`config.mk`:
```
export PLATFORM = sky130hd
export DESIGN_NAME = neuron_seq_ctrl
export DESIGN_NICKNAME = d
export VERILOG_FILES = /design/src/rtl/neuron_pkg.sv /design/src/rtl/mac_unit.sv /design/src/rtl/neuron_seq_ctrl.sv
export SDC_FILE = /design/constraint.sdc
export NUM_CORES = 1
export LEC_CHECK = 0
export CAP_MARGIN = 20
export CORE_UTILIZATION = 35
export CTS_BUF_LIST = sky130_fd_sc_hd__clkbuf_8
export DETAILED_ROUTE_END_ITERATION = 10
export PLACE_DENSITY_LB_ADDON = 0.08
export SYNTH_ARGS = -nofsm -noshare
export SYNTH_HDL_FRONTEND = slang
export SYNTH_SLANG_ARGS = --single-unit
```
`constraint.sdc`:
```
create_clock -name clk -period 9.4 [get_ports clk]
set_clock_uncertainty 0.05 [all_clocks]
set_input_delay 2.82 -clock clk [delete_from_list [all_inputs] [get_ports clk]]
set_output_delay 2.82 -clock clk [all_outputs]
set_load 0.1 [all_outputs]
```
`src/rtl/neuron_pkg.sv`:
```
// Shared types and width helpers for the sequential neuron datapath.
package neuron_pkg;

  typedef enum logic [1:0] {StIdle, StMac, StAct, StDone} state_e;

  localparam int unsigned DefN  = 2;
  localparam int unsigned DefQM = 6;
  localparam int unsigned DefQN = 10;
  localparam int unsigned DefWM = 6;
  localparam int unsigned DefWN = 10;

  function automatic int unsigned prod_width(input int unsigned qm, input int unsigned qn,
                                             input int unsigned wm, input int unsigned wn);
    return qm + qn + wm + wn;
  endfunction

  // One guard bit per doubling of terms plus one for the bias makes overflow impossible.
  function automatic int unsigned acc_width(input int unsigned qm, input int unsigned qn,
                                            input int unsigned wm, input int unsigned wn,
                                            input int unsigned n);
    return prod_width(qm, qn, wm, wn) + $clog2(n) + 1;
  endfunction

endpackage

```
`src/rtl/mac_unit.sv`:
```
// Signed multiply-accumulate with a registered product stage; clr_i loads the aligned bias.
module mac_unit
  import neuron_pkg::*;
#(
  parameter int unsigned N  = DefN,
  parameter int unsigned QM = DefQM,
  parameter int unsigned QN = DefQN,
  parameter int unsigned WM = DefWM,
  parameter int unsigned WN = DefWN
) (
  input  logic                                  clk,
  input  logic                                  rst_n,
  input  logic                                  clr_i,
  input  logic                                  en_i,
  input  logic [QM+QN-1:0]                      bias_i,
  input  logic [QM+QN-1:0]                      a_i,
  input  logic [WM+WN-1:0]                      b_i,
  output logic [acc_width(QM, QN, WM, WN, N)-1:0] acc_o
);

  localparam int unsigned AW   = QM + QN;
  localparam int unsigned PW   = prod_width(QM, QN, WM, WN);
  localparam int unsigned AccW = acc_width(QM, QN, WM, WN, N);

  logic signed [PW-1:0] prod_d, prod_q;
  logic                 prod_vld_d, prod_vld_q;
  logic [AccW-1:0]      acc_d, acc_q;

  always_comb begin
    prod_d     = prod_q;
    prod_vld_d = en_i;
    acc_d      = acc_q;
    if (en_i) begin
      prod_d = $signed(a_i) * $signed(b_i);
    end
    if (clr_i) begin
      // Bias is QM.QN; shifting by WN aligns it with the QM+WM.QN+WN products.
      acc_d      = {{(AccW-AW-WN){bias_i[AW-1]}}, bias_i, {WN{1'b0}}};
      prod_vld_d = 1'b0;
    end else if (prod_vld_q) begin
      acc_d = acc_q + {{(AccW-PW){prod_q[PW-1]}}, prod_q};
    end
  end

  always_ff @(posedge clk or negedge rst_n) begin
    if (!rst_n) begin
      prod_q     <= '0;
      prod_vld_q <= 1'b0;
      acc_q      <= '0;
    end else begin
      prod_q     <= prod_d;
      prod_vld_q <= prod_vld_d;
      acc_q      <= acc_d;
    end
  end

  assign acc_o = acc_q;

endmodule

```
`src/rtl/neuron_seq_ctrl.sv`:
```
// Sequential single-multiplier neuron: bias + sum(in*w), then ReLU.
// Define SAT_EN to clamp large positive results instead of wrapping.
module neuron_seq_ctrl
  import neuron_pkg::*;
#(
  parameter int unsigned N  = DefN,
  parameter int unsigned QM = DefQM,
  parameter int unsigned QN = DefQN,
  parameter int unsigned WM = DefWM,
  parameter int unsigned WN = DefWN
) (
  input  logic                       clk,
  input  logic                       rst_n,
  input  logic                       start,
  input  logic [N-1:0][QM+QN-1:0]    in_data,
  input  logic [N-1:0][WM+WN-1:0]    weights,
  input  logic [QM+QN-1:0]           bias,
  output logic                       busy,
  output logic                       out_valid,
  input  logic                       out_ready,
  output logic [QM+QN-1:0]           out_data
);

  localparam int unsigned AW   = QM + QN;
  localparam int unsigned BW   = WM + WN;
  localparam int unsigned AccW = acc_width(QM, QN, WM, WN, N);
  localparam int unsigned SW   = AccW - WN;
  localparam int unsigned IdxW = $clog2(N + 1);
  localparam logic [IdxW-1:0] IdxDrain = IdxW'(N);
`ifdef SAT_EN
  localparam logic [AW-1:0] MaxPos = {1'b0, {(AW-1){1'b1}}};
`endif

  state_e                 state_d, state_q;
  logic [IdxW-1:0]        idx_d, idx_q;
  logic [N-1:0][AW-1:0]   in_d, in_q;
  logic [N-1:0][BW-1:0]   w_d, w_q;
  logic [AW-1:0]          out_data_d, out_data_q;
  logic                   out_valid_d, out_valid_q;
  logic                   busy_d, busy_q;

  logic                   mac_clr, mac_en;
  logic [AW-1:0]          mac_a;
  logic [BW-1:0]          mac_b;
  logic [AccW-1:0]        acc;
  logic [SW-1:0]          scaled;
  logic [AW-1:0]          act_res;
  logic                   unused_acc_frac;

  mac_unit #(
    .N  (N),
    .QM (QM),
    .QN (QN),
    .WM (WM),
    .WN (WN)
  ) u_mac (
    .clk    (clk),
    .rst_n  (rst_n),
    .clr_i  (mac_clr),
    .en_i   (mac_en),
    .bias_i (bias),
    .a_i    (mac_a),
    .b_i    (mac_b),
    .acc_o  (acc)
  );

  always_comb begin
    mac_a = '0;
    mac_b = '0;
    for (int i = 0; i < N; i++) begin
      if (idx_q == IdxW'(i)) begin
        mac_a = in_q[i];
        mac_b = w_q[i];
      end
    end
  end

  // Dropping the WN low bits is the arithmetic shift (floor toward -inf).
  assign scaled          = acc[AccW-1:WN];
  assign unused_acc_frac = ^acc[WN-1:0];

  always_comb begin
    act_res = '0;
    if (!scaled[SW-1] && (scaled != '0)) begin
`ifdef SAT_EN
      if (|scaled[SW-2:AW-1]) begin
        act_res = MaxPos;
      end else begin
        act_res = scaled[AW-1:0];
      end
`else
      act_res = scaled[AW-1:0];
`endif
    end
  end

  always_comb begin
    state_d    = state_q;
    idx_d      = idx_q;
    in_d       = in_q;
    w_d        = w_q;
    out_data_d = out_data_q;
    mac_clr    = 1'b0;
    mac_en     = 1'b0;
    unique case (state_q)
      StIdle: begin
        if (start) begin
          in_d    = in_data;
          w_d     = weights;
          idx_d   = '0;
          mac_clr = 1'b1;
          state_d = StMac;
        end
      end
      StMac: begin
        // Extra pass at idx==N lets the last registered product reach the accumulator.
        if (idx_q == IdxDrain) begin
          idx_d   = '0;
          state_d = StAct;
        end else begin
          mac_en = 1'b1;
          idx_d  = idx_q + 1'b1;
        end
      end
      StAct: begin
        out_data_d = act_res;
        state_d    = StDone;
      end
      StDone: begin
        if (out_ready) begin
          state_d = StIdle;
        end
      end
      default: state_d = StIdle;
    endcase
    busy_d      = (state_d != StIdle);
    out_valid_d = (state_d == StDone);
  end

  always_ff @(posedge clk or negedge rst_n) begin
    if (!rst_n) begin
      state_q     <= StIdle;
      idx_q       <= '0;
      in_q        <= '0;
      w_q         <= '0;
      out_data_q  <= '0;
      out_valid_q <= 1'b0;
      busy_q      <= 1'b0;
    end else begin
      state_q     <= state_d;
      idx_q       <= idx_d;
      in_q        <= in_d;
      w_q         <= w_d;
      out_data_q  <= out_data_d;
      out_valid_q <= out_valid_d;
      busy_q      <= busy_d;
    end
  end

  assign busy      = busy_q;
  assign out_valid = out_valid_q;
  assign out_data  = out_data_q;

endmodule

```
==> metrics <==
Min-Delay Endpoint=w_q[19]; worst reg-to-reg path cell count=24; Worst R2R Setup Slack=1360 ps; layout cells sized above 1=5.468%; vias in the first global route=14540; most common cell after layout, fill and taps aside=nand2_1; post-CTS repair timing setup buffer count=0; startpoint-to-endpoint class of the critical path=reg -> reg; number of DRC markers in iteration 0=~840; grt total ovfl=0; Die Outline Area=around 51000 um2; number of levels the H-tree was split into=4; top achievable clock speed=roughly 120 MHz; global placer's final weighted congestion=0.9280; number of hold violations in the final report=0; width of the die=~230 um; kind of launch point of the worst setup path=flip-flop; cell depth of the worst min-delay path=2; Die H=~230 um; Yosys warning count=0; Mapped Nets=2483; Avg Vias per Cell=a little under 5; setup repair after global routing missed its margin=false; number of fill cells in the layout=roughly 5200; initial standard-cell utilization of the core=between 30% and 40%; Total GRT Usage=between 20% and 30%; flops & latches, synth=about 150; result of the run=complete, no violations; post-synthesis cell area=approximately 18000 um2; standard cell core area=50070 um2; antenna violation net count after detailed routing=0; commonest cells after routing, fill and taps aside=nand2_1 (404), inv_1 (323), fa_1 (263), nor2_1 (191), dfrtp_1 (151); Boundary Pins=between 100 and 150; CTS tree=built; clock insertion delay at the later pin of the skew report=just under 500 ps; Min-Delay Startpoint=w_q[19]; NumNets Final=about 2600; Critical R2R Capture=u_mac.prod_q[31]; number of placement rows=82; count of cell types in the netlist=between 60 and 70; clock tree root buffer cell=clkbuf_8; clk sinks=153; final worst path period need=around 8000 ps; count of maximum capacitance violations=0; type of destination of the critical path=flip-flop; launch point of the worst reg-to-reg path=idx_q[0]; area growth from synthesis to layout=12.49%; maximum number of pins on one net before global-route repair=about 110; hold_buf cts=0; Routed wire per std cell=roughly 19 um; DRC Markers=0; worst setup path startpoint=idx_q[0]; type of the tightest min-delay check=reg -> reg; vias after detailed routing=about 13000; clock buffer count from CTS=17; sequential-to-total area share from yosys stat=between 20% and 30%; Detailed Route WL=52990 um; Max-slew headroom=roughly 34%; cts repair resizes=0; Post-Route Setup TNS=0 ps; transition time at the pin with the least slew margin=between 900 and 1000 ps; number of pins exceeding their max-slew limit in the final report=0; final setup fails=0; first-pass iteration count of the detailed router=5; global-route wire length before repair=roughly 84000 um; clock-pin transition on the worst setup and hold timing paths=around 90 ps; worst path required time=a little under 10000 ps; number of buffers inserted by port buffering=roughly 100; Critical Path Fanout Max=14; post-synthesis instance total=~2000; initial antenna violation count=0; clock buffer depth=2; total half-perimeter wirelength after legalization and detailed placement=approximately 44000 um; mean instance size in the synthesized netlist=slightly below 9 um2; Primary FF master, synth=dfrtp_1; worst path arrival time=about 8300 ps; proportion of synthesized flip-flops having asynchronous set or reset=100.0%; count of flip-flops with a built-in enable after synthesis=0; diodes inserted=0; share of the cycle needed by the critical path after routing=85.49%
layout make-up:
type	count	area, um2	share of cell area [%]
Inverter	325	1220	6.127
Multi-Input combinational cell	1460	12340	61.99
Clock buffer	18	247.7	1.244
Timing Repair Buffer	133	1272	6.391
Sequential cell	153	3831	19.24
Clock inverter	14	156.4	0.7855
Tap cell	672	840.8	4.223
worst max-delay path by stage:
stage | endpoint | slack, ps | cells after the start
after floorplan | u_mac.prod_q[31] | 1940 | 26
after global placement | u_mac.prod_q[31] | 1380 | 24
after detailed placement | u_mac.prod_q[31] | 1400 | 24
after CTS | u_mac.prod_q[31] | 1350 | 24
after global routing | u_mac.prod_q[31] | 990 | 24
final | u_mac.prod_q[31] | 1360 | 24
synthesized netlist by cell type (4+ instances only):
library cell	number	share of area (%)
dfrtp_1	153	22
fa_1	263	30
nand2_1	405	8.6
o21ai_0	69	2.0
nor3_1	22	0.62
a211oi_1	13	0.55
a21o_1	36	1.5
or3_1	5	0.18
nand4_1	5	0.18
xnor2_1	46	2.3
nor2_1	191	4.1
o21a_1	4	0.17
and3_1	6	0.21
inv_1	323	6.8
nor4_1	6	0.21
and4_1	5	0.25
a21oi_1	71	2.0
or2_2	36	1.3
ha_1	115	8.1
mux2i_1	46	2.6
clkbuf_1	71	1.5
a31oi_1	6	0.21
a22o_1	16	0.79
xor2_1	15	0.74
nor2b_1	7	0.25
nand3_1	8	0.23
o21bai_1	10	0.42
o31ai_1	4	0.17
buf_1	10	0.21
nand2b_1	10	0.35
registers in the layout, summed over array words and instances, names as in the netlist, 2 cells and up:
| name | flops |
|---|---|
| w_q | 32 |
| idx_q | 2 |
| u_mac.prod_q | 32 |
| in_q | 32 |
| out_data | 16 |
| u_mac.acc_o | 34 |
| state_q | 2 |
logic make-up after synthesis:
logic type	count (synthesis)	synth area share, %
adders and majority gates	378	37.87
muxes	48	2.728
buffers and inverters	408	8.702
DFF	153	21.63
AOI/OAI and AO/OA	254	9.119
xor gates and xnor gates	61	3.018
and+or+nand+nor	719	16.93
per-layer routing:
layer | wire length [um] | GRT usage (%) | part of all wire, %
met4 | 915 | 5.078 | 1.7
met3 | 1797 | 2.333 | 3.4
met1 | 23910 | 28.12 | 45
met5 | 0 | 0 | 0
met2 | 26370 | 38.47 | 50
worst max-delay path, cell delays in order (launching register included):
cell and delay (ps):
dfrtp_2 600, mux2i_1 290, nor2_1 670, nand2_1 210, inv_1 190, fa_1 560, fa_1 820, fa_1 520
fa_1 510, fa_1 490, inv_1 50, fa_1 470, inv_1 40, ha_1 370, and4_1 250, nand2_1 110
inv_1 80, and3_1 180, a2111oi_0 510, buf_4 220, o31ai_1 110, a21o_1 200, a21oi_1 160, xnor2_1 120
o21ai_0 80
stage by stage:
step	cell area, um2	util [%]	hold slack [ps]	instances	worst slack [ps]
6_report	19910	39.77	435.7	2775	1364
5_1_grt	19910	39.77	454.0	2775	989.5
4_1_cts	19880	39.70	436.0	2773	1348
3_5_place_dp	19470	38.89	412.5	2741	1396
3_3_place_gp	19470	38.89	409.0	2741	1376
2_1_floorplan	17700	-	395.0	2021	1945
Power is left out: the tool's default activity adds up to more than one toggle a clock period on the data nets, which glitch-free logic cannot reach.
